[config.mk]
export PLATFORM = sky130hd
export DESIGN_NAME = mvm_stream_driver
export DESIGN_NICKNAME = d
export VERILOG_FILES = /design/src/rtl/mvm_stream_driver_pkg.sv /design/src/rtl/mvm_stream_driver_mem.sv /design/src/rtl/mvm_stream_driver.sv
export SDC_FILE = /design/constraint.sdc
export NUM_CORES = 1
export LEC_CHECK = 0
export ABC_CLOCK_PERIOD_IN_PS = 2600
export CAP_MARGIN = 10
export CELL_PAD_IN_SITES_DETAIL_PLACEMENT = 1
export CELL_PAD_IN_SITES_GLOBAL_PLACEMENT = 2
export CORE_MARGIN = 5
export CORE_UTILIZATION = 39
export DETAILED_ROUTE_END_ITERATION = 7
export PLACE_DENSITY = 0.72
export SLEW_MARGIN = 20
export SYNTH_ARGS = -nofsm -noshare
export SYNTH_HDL_FRONTEND = slang
export SYNTH_SLANG_ARGS = --single-unit
[constraint.sdc]
create_clock -name clk -period 2.6 [get_ports clk]
set_input_delay 0.65 -clock clk [delete_from_list [all_inputs] [get_ports clk]]
set_output_delay 0.65 -clock clk [all_outputs]
set_load 0.01 [all_outputs]
[src/rtl/mvm_stream_driver_pkg.sv]
// Shared constants, operand-buffer layout and FSM state type for the MVM stream driver.
package mvm_stream_driver_pkg;

    localparam int unsigned K      = 4;
    localparam int unsigned NOP    = K * K + 2 * K;
    localparam int unsigned M_BASE = 0;
    localparam int unsigned B_BASE = K * K;
    localparam int unsigned X_BASE = K * K + K;

    typedef enum logic [1:0] {
        StIdle,
        StSend,
        StRecv,
        StDone
    } state_e;

    // Bits needed to hold 0..n inclusive.
    function automatic int unsigned cnt_width(input int unsigned n);
        return (n < 2) ? 1 : $clog2(n + 1);
    endfunction

endpackage

[src/rtl/mvm_stream_driver_mem.sv]
// Simple register-file memory: one synchronous write port, one combinational read port.
module mvm_stream_driver_mem #(
    parameter int unsigned Width = 8,
    parameter int unsigned Depth = 24,
    parameter int unsigned AddrW = 5
) (
    input  logic             clk,
    input  logic             wr_en,
    input  logic [AddrW-1:0] wr_addr,
    input  logic [Width-1:0] wr_data,
    input  logic [AddrW-1:0] rd_addr,
    output logic [Width-1:0] rd_data
);

    logic [Width-1:0] mem_q [Depth];

    // Contents survive reset on purpose; only explicit writes change them.
    always_ff @(posedge clk) begin
        if (wr_en && (32'(wr_addr) < Depth)) begin
            mem_q[wr_addr] <= wr_data;
        end
    end

    assign rd_data = (32'(rd_addr) < Depth) ? mem_q[rd_addr] : '0;

endmodule

[src/rtl/mvm_stream_driver.sv]
// Streams the operand buffer out over a valid/ready port, then collects K results
// from the inbound port into a readable result buffer.
module mvm_stream_driver
    import mvm_stream_driver_pkg::*;
#(
    parameter int unsigned K   = mvm_stream_driver_pkg::K,
    parameter int unsigned NOP = K * K + 2 * K
) (
    input  logic        clk,
    input  logic        reset,
    input  logic        load_en,
    input  logic [4:0]  load_addr,
    input  logic [7:0]  load_data,
    input  logic        start,
    output logic        m_valid,
    input  logic        m_ready,
    output logic [7:0]  m_data,
    input  logic        s_valid,
    output logic        s_ready,
    input  logic [15:0] s_data,
    input  logic [1:0]  res_addr,
    output logic [15:0] res_data,
    output logic        busy,
    output logic        done
);

    localparam int unsigned AddrW   = 5;
    localparam int unsigned SendW   = cnt_width(NOP);
    localparam int unsigned ResCntW = cnt_width(K);
    localparam int unsigned ResIdxW = (K > 1) ? $clog2(K) : 1;

    state_e               state_q, state_d;
    logic [SendW-1:0]     send_cnt_q, send_cnt_d;
    logic [ResCntW-1:0]   res_cnt_q, res_cnt_d;
    logic [15:0]          result_q [K];
    logic                 res_we;
    logic                 op_we;
    logic [ResIdxW-1:0]   res_idx;

    assign busy    = (state_q == StSend) || (state_q == StRecv);
    assign done    = (state_q == StDone);
    assign m_valid = (state_q == StSend);
    assign s_ready = (state_q == StRecv);

    // Loads are only accepted while no transaction is in flight, and reset wins.
    assign op_we   = load_en && !busy && !reset && (32'(load_addr) < NOP);
    assign res_idx = res_cnt_q[ResIdxW-1:0];

    mvm_stream_driver_mem #(
        .Width (8),
        .Depth (NOP),
        .AddrW (AddrW)
    ) u_op_mem (
        .clk     (clk),
        .wr_en   (op_we),
        .wr_addr (load_addr),
        .wr_data (load_data),
        .rd_addr (AddrW'(send_cnt_q)),
        .rd_data (m_data)
    );

    always_comb begin
        state_d    = state_q;
        send_cnt_d = send_cnt_q;
        res_cnt_d  = res_cnt_q;
        res_we     = 1'b0;
        unique case (state_q)
            StIdle, StDone: begin
                if (start) begin
                    state_d    = StSend;
                    send_cnt_d = '0;
                    res_cnt_d  = '0;
                end
            end
            StSend: begin
                if (m_ready) begin
                    send_cnt_d = send_cnt_q + SendW'(1);
                    if (send_cnt_q == SendW'(NOP - 1)) begin
                        state_d = StRecv;
                    end
                end
            end
            StRecv: begin
                if (s_valid) begin
                    res_we    = 1'b1;
                    res_cnt_d = res_cnt_q + ResCntW'(1);
                    if (res_cnt_q == ResCntW'(K - 1)) begin
                        state_d = StDone;
                    end
                end
            end
            default: state_d = StIdle;
        endcase
    end

    always_ff @(posedge clk) begin
        if (reset) begin
            state_q    <= StIdle;
            send_cnt_q <= '0;
            res_cnt_q  <= '0;
            for (int i = 0; i < int'(K); i++) begin
                result_q[i] <= '0;
            end
        end else begin
            state_q    <= state_d;
            send_cnt_q <= send_cnt_d;
            res_cnt_q  <= res_cnt_d;
            if (res_we) begin
                result_q[res_idx] <= s_data;
            end
        end
    end

    assign res_data = (32'(res_addr) < K) ? result_q[res_addr] : '0;

endmodule

* After elaboration in Yosys (flattened, before gate mapping) *
Memories as Yosys holds them, arrays and structs flattened. A register that Yosys moved wholly into a read port is not among the register bits.
Cells that the tools add are included.

storage, ports and cells
  word-level logic and storage cells = 61
  output and inout bits = 28
  bits in writable memories = 256
  memories kept = 2
  bits of input ports = 37
  register bits = 10

cells by class
  add/sub/neg operators = 2
  magnitude comparators = 2
  mux-type cells = 27
  reduce and logical (&&, ||, !) cells = 15
  equality and inequality tests = 10

memories
  memory          words  bits a word  read ports  clocked after Yosys merged registers in  wr ports  RTL line                     RTL
  u_op_mem.mem_q  24     8            1           1                                        1         mvm_stream_driver_mem.sv:15  logic [Width-1:0] mem_q [Depth];
  result_q        4      16           1           0                                        4         mvm_stream_driver.sv:35      logic [15:0] result_q [K];

operators with widths
  operator               count
  $mux W5                4
  $mux W16               1
  $reduce_or A16 Y1      1
  $mux W2                6
  $lt A5 B5 Y1 const B   2
  $mux W1                10
  $pmux W5 S2            1
  $mux W8                1
  $mux W3                2
  $ne A2 B1 Y1 const B   3
  $pmux W2 S3            1
  $pmux W3 S2            1
  $reduce_and A3 Y1      2
  $add A5 B1 Y5 const B  1
  $eq A5 B5 Y1 const B   1
  $reduce_and A5 Y1      1
  $eq A2 B2 Y1 const B   2
  $logic_and A1 B1 Y1    4
  $ne A2 B2 Y1 const B   2
  $reduce_bool A2 Y1     2
  $add A3 B1 Y3 const B  1
  $eq A3 B2 Y1 const B   1
  $eq A2 B1 Y1 const B   1
  $logic_not A1 Y1       2
  3 further kinds        3

* Logic depth before layout (Yosys ltp) *
Gate-level depths: netlist (run 1).

  word-level depth = 9
  depth in mapped cells = 8

* By module *
From an unflattened synthesis (run 1), not the netlist that was laid out.

unflattened totals
  cells, all modules = 648
  area, all modules = 11138.2 um2

modules (own cells, without submodules)
  module                 sequential area each (um2)  instances  cells each  area each (um2)
  mvm_stream_driver_mem  5765.5                      1          416         7694.9
  mvm_stream_driver      2122.0                      1          232         3443.3

* Least setup slack after synthesis (run 1) *
Ideal clock, no wire load.

  path type = reg2reg
  start = register state_q[0]
  end = memory result_q[2][0], enable pin
  path buffers = 0
  data arrival time = 2.079 ns
  stages on the path, launching flop included = 5
  clock period less this slack = 2.490 ns
  setup time = 0.411 ns
  setup slack = 0.110 ns
  cell sequence = dfxtp_1 -> inv_1 -> ha_1 -> nand2_1 -> o21ai_0

RTL lines
  element                 RTL line                  RTL
  from (decl)             mvm_stream_driver.sv:32   state_e state_q, state_d;
  from (signal assigned)  mvm_stream_driver.sv:98   state_q <= StIdle;
  from (signal assigned)  mvm_stream_driver.sv:105  state_q <= state_d;
  to (decl)               mvm_stream_driver.sv:35

==> tab_implementation.tex, run 1 <==
\begin{tabular}{lr}
\hline
Metric & Value \\
\hline
\multicolumn{2}{l}{\textbf{STA}} \\
\quad Final setup violation count & 8 \\
\quad Final Cycle Share & 1.11 \\
\quad Rel. slew slack & 0.398 \\
\quad Transition time at the pin with the least slew margin & 0.901 ns \\
\quad Fin Hold WS & 0.538 ns \\
\quad Final Slew Violations & 0 \\
\quad Crit path time final & 2.88 ns \\
\quad Maximum frequency from static timing analysis & 347 MHz \\
\quad Final Worst Setup Slack & -0.279 ns \\
\quad Number of endpoints with negative hold slack in the final report & 0 \\
\quad RSZ-0062 raised after global routing & yes \\
\quad Setup clock skew after layout & 0.0108 ns \\
\multicolumn{2}{l}{\textbf{Final layout}} \\
\quad Area Growth Syn to Fin & 25.0\% \\
\quad \# diodes & 0 \\
\quad Proportion of layout cells with a drive suffix above 1 & 0.261 \\
\quad Finished Cell Area & 0.0139 mm\^{}2 \\
\quad Number of fill cells in the layout & 2655 \\
\quad Total number of nets in the final design & around 830 \\
\quad Utilization of the core after routing & 0.497 \\
\quad Final Instance Count excl. Fillers & 1180 \\
\multicolumn{2}{l}{\textbf{Pwr}} \\
\quad Total power & 10.7 mW \\
\quad Switching Fraction & 0.234 \\
\quad Largest vdd supply drop & 0.000474 V \\
\quad Net load switching power & 2.50 mW \\
\quad Leakage & between 4 and 5 nW \\
\quad Reg power frac & 0.464 \\
\quad Portion of total power attributed to combinational logic & 0.154 \\
\quad Internal power of the cells & between 8 and 9 mW \\
\quad Part of the power in the clock network & 0.382 \\
\quad Pwr/cell area & 766 mW/mm\^{}2 \\
\multicolumn{2}{l}{\textbf{Placed design}} \\
\quad Count of input and output buffers & 64 \\
\quad Placed instance count & 1126 \\
\quad Detailed Place HPWL & 17600 um \\
\quad Final estimated routing congestion in global placement & 0.773 \\
\quad Post-placement cell area & 0.0128 mm\^{}2 \\
\multicolumn{2}{l}{\textbf{Synth}} \\
\quad Net count of the mapped netlist & 686 \\
\quad Arithmetic-cell share of the synthesized area counting full adders, half adders and majority gates & 0.00786 \\
\quad Number of distinct library cells after synthesis & 44 \\
\quad Complex-gate fraction of the synthesized area & 0.0301 \\
\quad Flop and latch count out of synthesis & 271 \\
\quad Share of synthesized registers carrying an async set or reset & 0 \\
\quad Synthesis Warnings & 0 \\
\quad Sequential area share after synthesis & 0.717 \\
\quad Area share of and/or/nand/nor cells after synthesis & 0.0861 \\
\quad Main combinational cell family by area after synthesis & multiplexers \\
\quad Multiplexer area fraction after synthesis & 0.135 \\
\quad Number of synthesized flops with an enable pin & $\sim$260 \\
\quad XOR/XNOR Fraction of Synth Area & 0.00314 \\
\quad Syn Area/Cell & roughly 17 um\^{}2 \\
\quad Commonest register cell after synthesis & sky130\_fd\_sc\_hd\_\_edfxtp\_1 \\
\quad Synthesized instance count & 642 \\
\quad Cell area after technology mapping & 0.0111 mm\^{}2 \\
\multicolumn{2}{l}{\textbf{Clock tree}} \\
\quad Clock transition at the registers of the reported paths & 0.06 ns \\
\quad Number of clock sinks seen by CTS & between 200 and 300 \\
\quad CTS tree & done \\
\quad Number of H-tree branching levels & 1 \\
\quad Clock latency reported for the late side of the worst-skew pair & 0.53 ns \\
\quad Maximum root-to-sink buffer count & 3 \\
\quad Total clock buffers created by CTS & 29 \\
\quad Clock Tree Root & sky130\_fd\_sc\_hd\_\_clkbuf\_16 \\
\multicolumn{2}{l}{\textbf{GRT}} \\
\quad Wire length of the first global-routing pass & 41200 um \\
\quad Number of antenna violations at the first check in global routing & 0 \\
\quad Grt ovf & 0 \\
\quad Tot GR Track Use & 0.169 \\
\quad Number of global-route vias before repair & 6959 \\
\quad Pin count of the biggest net entering global routing & 25 \\
\multicolumn{2}{l}{\textbf{Drt}} \\
\quad Remaining number of nets flagged by the antenna check after routing & 0 \\
\quad Final wirelength & 26500 um \\
\quad Detailed Routing Iterations Pass 1 & 4 \\
\quad Via-to-Cell Ratio & 5.16 \\
\quad Initial DRC count & 424 \\
\quad Average wire per standard cell & 22.5 um \\
\quad Post-route DRC & 0 \\
\quad Total vias in the final route & slightly above 6000 \\
\multicolumn{2}{l}{\textbf{Critical path}} \\
\quad CP Max Fanout & 4 \\
\quad Category of the most critical setup path & flip-flop to output port \\
\quad Sort of element at the start of the critical path & flip-flop \\
\quad Arrival time reported for the critical path endpoint & 2.23 ns \\
\quad Capturing element type of the critical path & output port \\
\quad Required time at the endpoint of the critical path & 1.95 ns \\
\multicolumn{2}{l}{\textbf{Outcome}} \\
\quad Violations in the final reports & setup timing \\
\quad Result of the run & finished, violations left \\
\multicolumn{2}{l}{\textbf{Die}} \\
\quad Count of boundary I/O pins & 65 \\
\quad Horiz. Die Dim & 179 um \\
\quad Vertical extent of the die & 179 um \\
\quad Core area & 0.0280 mm\^{}2 \\
\quad Total Die Area & 0.0321 mm\^{}2 \\
\quad Floorplan row count & 61 \\
\quad Starting Density & 0.398 \\
\multicolumn{2}{l}{\textbf{Min path}} \\
\quad Class of the most critical hold timing path & flip-flop to flip-flop \\
\multicolumn{2}{l}{\textbf{Run}} \\
\quad Max-cap violations & 0 \\
\hline
\end{tabular}
## power groups by stage
stage	clock network (mW)	registers, mW	logic [mW]
detailed placement	0	5.04	1.59
CTS	4.17	4.95	1.66
finish	4.08	4.95	1.65
global placement	0	5.04	1.55
floorplan	0	5.01	0.952
global route	4.38	4.96	1.79
## synthesized netlist by cell type (2+ instances only)
| cell type | instances | area [um^2] |
|---|---|---|
| sky130_fd_sc_hd__mux2i_1 | 49 | 490 |
| sky130_fd_sc_hd__xnor2_1 | 4 | 35.0 |
| sky130_fd_sc_hd__nand2_1 | 23 | 86.3 |
| sky130_fd_sc_hd__nand3b_1 | 4 | 30.0 |
| sky130_fd_sc_hd__o21ai_0 | 7 | 35.0 |
| sky130_fd_sc_hd__nor2_1 | 34 | 128 |
| sky130_fd_sc_hd__and2_1 | 66 | 413 |
| sky130_fd_sc_hd__nor4_1 | 2 | 12.5 |
| sky130_fd_sc_hd__edfxtp_1 | 256 | 7690 |
| sky130_fd_sc_hd__buf_12 | 2 | 40.0 |
| sky130_fd_sc_hd__dfxtp_1 | 15 | 300 |
| sky130_fd_sc_hd__or2_2 | 2 | 12.5 |
| sky130_fd_sc_hd__a22oi_1 | 16 | 120 |
| sky130_fd_sc_hd__ha_1 | 7 | 87.6 |
| sky130_fd_sc_hd__mux4_2 | 33 | 743 |
| sky130_fd_sc_hd__buf_6 | 6 | 67.6 |
| sky130_fd_sc_hd__buf_2 | 5 | 25.0 |
| sky130_fd_sc_hd__mux4_1 | 7 | 184 |
| sky130_fd_sc_hd__nand2b_1 | 2 | 12.5 |
| sky130_fd_sc_hd__a21oi_1 | 14 | 70.1 |
| sky130_fd_sc_hd__nor2b_1 | 7 | 43.8 |
| sky130_fd_sc_hd__mux2_2 | 8 | 90.1 |
| sky130_fd_sc_hd__inv_1 | 6 | 22.5 |
| sky130_fd_sc_hd__or3b_2 | 3 | 26.3 |
| sky130_fd_sc_hd__nand3_1 | 20 | 100 |
| sky130_fd_sc_hd__buf_1 | 5 | 18.8 |
| sky130_fd_sc_hd__o211ai_1 | 8 | 60.1 |
| sky130_fd_sc_hd__clkbuf_1 | 15 | 56.3 |
## repair_timing
item,CTS,global route
buffers inserted,1,0
setup endpoints to repair,25,11
pin swaps,8,4
gates resized for setup,100,11
gates cloned,2,0
hold endpoints to repair,0,0
hold buffers,0,0
## worst paths after layout
kind	start	to	slack, ns	depth (start not counted)
setup / recovery	flip-flop	m_data[2]	-0.28	6
hold / removal	res_cnt_q[2]	res_cnt_q[2]	0.54	2
setup reg to reg	state_q[0]	u_op_mem.mem_q[8][1]	0.22	6
hold reg to reg	res_cnt_q[2]	res_cnt_q[2]	0.54	2
## flip-flops by register name (all words and copies together), names as in the netlist, named ones only
name,cells
u_op_mem.mem_q,192
res_cnt_q,3
send_cnt_q,5
state_q,2
result_q,64
## worst max-delay path, stage by stage (launching register included)
cell and delay (ns):
sky130_fd_sc_hd__dfxtp_4 0.41, sky130_fd_sc_hd__buf_12 0.13, sky130_fd_sc_hd__mux4_1 0.54, sky130_fd_sc_hd__mux2_4 0.30, sky130_fd_sc_hd__nand2_4 0.08, sky130_fd_sc_hd__nand3_2 0.09, sky130_fd_sc_hd__buf_6 0.15
## metrics by stage
| stage | setup TNS [ns] | setup WS [ns] |
|---|---|---|
| CTS | -2.37 | -0.326 |
| finish | -2.01 | -0.279 |
| global placement | -17.11 | -0.451 |
| global route | -2.75 | -0.372 |
| detailed placement | -22.78 | -0.460 |
| floorplan | 0 | 0.110 |
## routing by layer
layer / up-vias / part of all wire / global-route usage / wire, um
met5: - / 0 / 0 / 0
met4: 0 / 0.013 / 0.0381 / 352
met3: 28 / 0.045 / 0.0249 / 1190
met2: 123 / 0.53 / 0.304 / 14100
met1: 3159 / 0.41 / 0.218 / 10900
li1: 2778 / - / - / -
## layout make-up
| type | count | area (um^2) | share of cell area |
|---|---|---|---|
| clock buffers | 41 | 853 | 0.0612 |
| clock inverters | 10 | 101 | 0.00727 |
| inverters | 6 | 22.5 | 0.00162 |
| multi-input cells | 332 | 3040 | 0.218 |
| flip-flops and latches | 271 | 7990 | 0.574 |
| well taps | 378 | 473 | 0.0339 |
| repair buffers | 142 | 1450 | 0.104 |
## cells in the final DEF (no fill, tap or decap), types with 10 or more instances in the layout
cell type and instances:
sky130_fd_sc_hd__a21oi_1 10, sky130_fd_sc_hd__a22oi_1 16, sky130_fd_sc_hd__and2_1 66, sky130_fd_sc_hd__buf_12 16, sky130_fd_sc_hd__buf_4 57, sky130_fd_sc_hd__clkbuf_16 31
sky130_fd_sc_hd__clkdlybuf4s50_1 37, sky130_fd_sc_hd__dfxtp_1 13, sky130_fd_sc_hd__dlygate4sd2_1 18, sky130_fd_sc_hd__edfxtp_1 256, sky130_fd_sc_hd__mux2i_1 46, sky130_fd_sc_hd__mux4_2 39
sky130_fd_sc_hd__nand2_1 15, sky130_fd_sc_hd__nand3_1 15, sky130_fd_sc_hd__nor2_1 33
## cell families (layout without fill, tap and decap cells)
logic type	after synthesis	count (layout)
compound gates	51	51
xor+xnor	4	4
fa+ha+maj	7	7
buf+inv	39	199
flops	271	271
mux	97	97
simple gates	173	173
(Power assumes the default switching activity.)
==> run 2: changes to the inputs <==
Settings changed: ABC_CLOCK_PERIOD_IN_PS 2600 to 3710, DONT_BUFFER_PORTS set to 1, PLACE_DENSITY 0.72 to 0.65.
Clock period 2.6 ns to 3.71 ns, I/O delays scaled along.
==> tab_implementation.tex, run 2 (synthesized netlist as in run 1, its figures left out) <==
\begin{tabular}{lr}
\hline
Metric & Value \\
\hline
\multicolumn{2}{l}{\textbf{Drt}} \\
\quad Detailed Routing Iterations Pass 1 & 4 (unchanged) \\
\quad Average wire per standard cell & 24.1 um (was 22.5 um) \\
\quad Final wirelength & 25700 um (was 26500 um) \\
\quad Met1 wire length & 10200 um (was 10900 um) \\
\quad Top routing layer used & met4 (unchanged) \\
\quad Total vias in the final route & 5641 (was 6088) \\
\quad Amount of wire on met3 after detailed routing & 1270 um (was 1190 um) \\
\quad Post-route DRC & 0 (unchanged) \\
\quad Via-to-Cell Ratio & 5.29 (was 5.16) \\
\quad Routed wl met2 & 13800 um (was 14100 um) \\
\quad Remaining number of nets flagged by the antenna check after routing & 0 (unchanged) \\
\quad Initial DRC count & 329 (was 424) \\
\multicolumn{2}{l}{\textbf{Critical path}} \\
\quad Category of the most critical setup path & flip-flop to output port (unchanged) \\
\quad Arrival time reported for the critical path endpoint & 2.50 ns (was 2.23 ns) \\
\quad Beginning of the worst register-to-register path & state\_q[0] (unchanged) \\
\quad Required time at the endpoint of the critical path & 2.78 ns (was 1.95 ns) \\
\quad R2R cell count & 5 (was 6) \\
\quad Sort of element at the start of the critical path & flip-flop (unchanged) \\
\quad CP Max Fanout & 31 (was 4) \\
\quad Capturing element type of the critical path & output port (unchanged) \\
\quad FF-to-FF setup slack & 0.92 ns (was 0.22 ns) \\
\quad Terminus of the critical flop-to-flop path & u\_op\_mem.mem\_q[4][5] (was u\_op\_mem.mem\_q[8][1]) \\
\multicolumn{2}{l}{\textbf{Clock tree}} \\
\quad Clock Tree Root & sky130\_fd\_sc\_hd\_\_clkbuf\_16 (unchanged) \\
\quad Clock latency reported for the late side of the worst-skew pair & 0.54 ns (was 0.53 ns) \\
\quad Cts repair resizes & 0 (was 100) \\
\quad CTS tree & done (unchanged) \\
\quad Maximum root-to-sink buffer count & 3 (unchanged) \\
\quad \# Post-CTS Setup Buffers & 0 (was 1) \\
\quad Total clock buffers created by CTS & 30 (was 29) \\
\quad Clock transition at the registers of the reported paths & 0.06 ns (about the same) \\
\quad Number of clock sinks seen by CTS & 271 (unchanged) \\
\quad Number of H-tree branching levels & 1 (unchanged) \\
\quad Number of buffers added to fix hold violations after cts & 0 (unchanged) \\
\multicolumn{2}{l}{\textbf{GRT}} \\
\quad Tot GR Track Use & 0.163 (was 0.169) \\
\quad Wire length of the first global-routing pass & 38700 um (was 41200 um) \\
\quad Number of antenna violations at the first check in global routing & 0 (unchanged) \\
\quad Grt ovf & 0 (unchanged) \\
\quad Pin count of the biggest net entering global routing & 32 (was 25) \\
\quad Number of global-route vias before repair & 6214 (was 6959) \\
\multicolumn{2}{l}{\textbf{Pwr}} \\
\quad Pwr/cell area & 573 mW/mm\^{}2 (was 766 mW/mm\^{}2) \\
\quad Part of the power in the clock network & 0.411 (was 0.382) \\
\quad Portion of total power attributed to combinational logic & 0.103 (was 0.154) \\
\quad Internal power of the cells & 5.60 mW (was 8.18 mW) \\
\quad Reg power frac & 0.486 (was 0.464) \\
\quad Net load switching power & 1.63 mW (was 2.50 mW) \\
\quad Leakage & 4.08 nW (was 4.79 nW) \\
\quad Switching Fraction & 0.225 (was 0.234) \\
\quad Largest vdd supply drop & 0.000332 V (was 0.000474 V) \\
\multicolumn{2}{l}{\textbf{Die}} \\
\quad Vertical extent of the die & 179 um (unchanged) \\
\quad Floorplan row count & 61 (unchanged) \\
\quad Count of boundary I/O pins & 65 (unchanged) \\
\quad Core area & 0.0280 mm\^{}2 (unchanged) \\
\quad Total Die Area & 0.0321 mm\^{}2 (unchanged) \\
\quad Horiz. Die Dim & 179 um (unchanged) \\
\quad Starting Density & 0.398 (unchanged) \\
\multicolumn{2}{l}{\textbf{Final layout}} \\
\quad Commonest cells after routing, fill and taps aside & sky130\_fd\_sc\_hd\_\_edfxtp\_1 (256), sky130\_fd\_sc\_hd\_\_and2\_1 (66), sky130\_fd\_sc\_hd\_\_mux2i\_1 (49) (was sky130\_fd\_sc\_hd\_\_edfxtp\_1 (256), sky130\_fd\_sc\_hd\_\_and2\_1 (66), sky130\_fd\_sc\_hd\_\_buf\_4 (57)) \\
\quad Most common cell after layout, fill and taps aside & sky130\_fd\_sc\_hd\_\_edfxtp\_1 (unchanged) \\
\quad Max reg flops & 192 (unchanged) \\
\quad Total number of nets in the final design & 709 (was 826) \\
\quad Biggest register & u\_op\_mem.mem\_q (unchanged) \\
\quad Finished Cell Area & 0.0126 mm\^{}2 (was 0.0139 mm\^{}2) \\
\quad \# diodes & 0 (unchanged) \\
\quad Largest registers ranked by flip-flop count & u\_op\_mem.mem\_q: 192 flops, result\_q: 64 flops, send\_cnt\_q: 5 flops (unchanged) \\
\quad Number of fill cells in the layout & 2690 (was 2655) \\
\quad Area Growth Syn to Fin & 13.3\% (was 25.0\%) \\
\quad Proportion of layout cells with a drive suffix above 1 & 0.170 (was 0.261) \\
\multicolumn{2}{l}{\textbf{STA}} \\
\quad Setup clock skew after layout & 0.00761 ns (was 0.0108 ns) \\
\quad Crit path time final & 3.43 ns \\
\quad Final Worst Setup Slack & 0.280 ns (was -0.279 ns) \\
\quad Number of endpoints with negative hold slack in the final report & 0 (unchanged) \\
\quad Final Cycle Share & 0.925 \\
\quad RSZ-0062 raised after global routing & no (was yes) \\
\quad Final setup violation count & 0 (was 8) \\
\quad Maximum frequency from static timing analysis & 292 MHz \\
\quad Transition time at the pin with the least slew margin & 0.928 ns (was 0.901 ns) \\
\quad Rel. slew slack & 0.379 (was 0.398) \\
\quad Accumulated negative setup slack & 0 ns (was -2.01 ns) \\
\quad Final Slew Violations & 0 (unchanged) \\
\multicolumn{2}{l}{\textbf{Min path}} \\
\quad Hold Startpoint & reset (was res\_cnt\_q[2]) \\
\quad Cell depth of the worst min-delay path & 1 (was 2) \\
\quad Class of the most critical hold timing path & primary input to flip-flop (was flip-flop to flip-flop) \\
\quad Endpoint of the worst hold path & res\_cnt\_q[0] (was res\_cnt\_q[2]) \\
\multicolumn{2}{l}{\textbf{Placed design}} \\
\quad Post-placement cell area & 0.0116 mm\^{}2 (was 0.0128 mm\^{}2) \\
\quad Minimum setup slack after placement & 0.702 ns (was -0.460 ns) \\
\quad Detailed Place HPWL & 16900 um (was 17600 um) \\
\quad Count of input and output buffers & 0 (was 64) \\
\quad Final estimated routing congestion in global placement & 0.787 (was 0.773) \\
\multicolumn{2}{l}{\textbf{Outcome}} \\
\quad Result of the run & completed (was finished, violations left) \\
\multicolumn{2}{l}{\textbf{Run}} \\
\quad Max-cap violations & 0 (unchanged) \\
\hline
\end{tabular}
## run 2: changes by cell type in the layout (fill, tap and decap cells not counted), moves of 6 or more
cell | previous run | this run
sky130_fd_sc_hd__nand2_1 | 15 | 23
sky130_fd_sc_hd__mux2_2 | 0 | 8
sky130_fd_sc_hd__dlygate4sd2_1 | 18 | 0
sky130_fd_sc_hd__clkdlybuf4s50_1 | 37 | 0
sky130_fd_sc_hd__buf_12 | 16 | 1
sky130_fd_sc_hd__mux4_2 | 39 | 33
sky130_fd_sc_hd__buf_4 | 57 | 23
sky130_fd_sc_hd__mux4_1 | 1 | 7
sky130_fd_sc_hd__mux2_4 | 8 | 0
sky130_fd_sc_hd__nand2_4 | 7 | 0
## run 2: final cells by class
type	count	area, um^2	share of cell area
Clock buffer	41	833	0.0660
Clock inverter	15	183	0.0145
Inverter	6	22.5	0.00178
Multi-Input combinational cell	332	2930	0.232
Sequential cell	271	7990	0.633
Tap cell	378	473	0.0375
Timing Repair Buffer	24	193	0.0153
## run 2: power groups by stage
stage          clock network (mW)  logic, mW  registers (mW)
2_1_floorplan                   0      0.667            3.51
3_3_place_gp                    0      0.745            3.57
3_5_place_dp                    0      0.758            3.58
4_1_cts                      3.05      0.761            3.52
5_1_grt                      3.18      0.822            3.53
6_report                     2.97      0.747            3.51
## run 2: stage by stage
| stage | hold slack (ns) | utilization | total power [mW] | instances |
|---|---|---|---|---|
| 3_3_place_gp | 0.511 | 0.414 | 4.32 | 1011 |
| 6_report | 0.453 | 0.451 | 7.23 | 1067 |
| 5_1_grt | 0.426 | 0.451 | 7.53 | 1067 |
| 3_5_place_dp | 0.515 | 0.414 | 4.34 | 1011 |
| 4_1_cts | 0.426 | 0.451 | 7.33 | 1067 |
| 2_1_floorplan | 0.487 | - | 4.18 | 642 |
## run 2: worst max path at each step
stage,startpoint,endpoint,slack [ns],depth (start not counted)
6_report,flip-flop,m_data[0],0.28,4
3_5_place_dp,reset,u_op_mem.mem_q[16][5],0.70,4
2_1_floorplan,res_addr[0],res_data[10],0.77,3
5_1_grt,flip-flop,m_data[0],0.13,4
3_3_place_gp,reset,u_op_mem.mem_q[4][5],0.78,4
4_1_cts,flip-flop,m_data[0],0.22,4
## run 2: metal layers
| layer | global-route usage | up-vias |
|---|---|---|
| met5 | 0 | - |
| met4 | 0.0323 | 0 |
| li1 | - | 2545 |
| met2 | 0.301 | 118 |
| met1 | 0.196 | 2945 |
| met3 | 0.0380 | 33 |
## run 2: worst max-delay path, stage by stage, from the launching register on
cell and delay [ns]:
sky130_fd_sc_hd__dfxtp_4 0.73, sky130_fd_sc_hd__buf_12 0.28, sky130_fd_sc_hd__mux4_2 0.52, sky130_fd_sc_hd__o211ai_1 0.18, sky130_fd_sc_hd__nand3_1 0.22
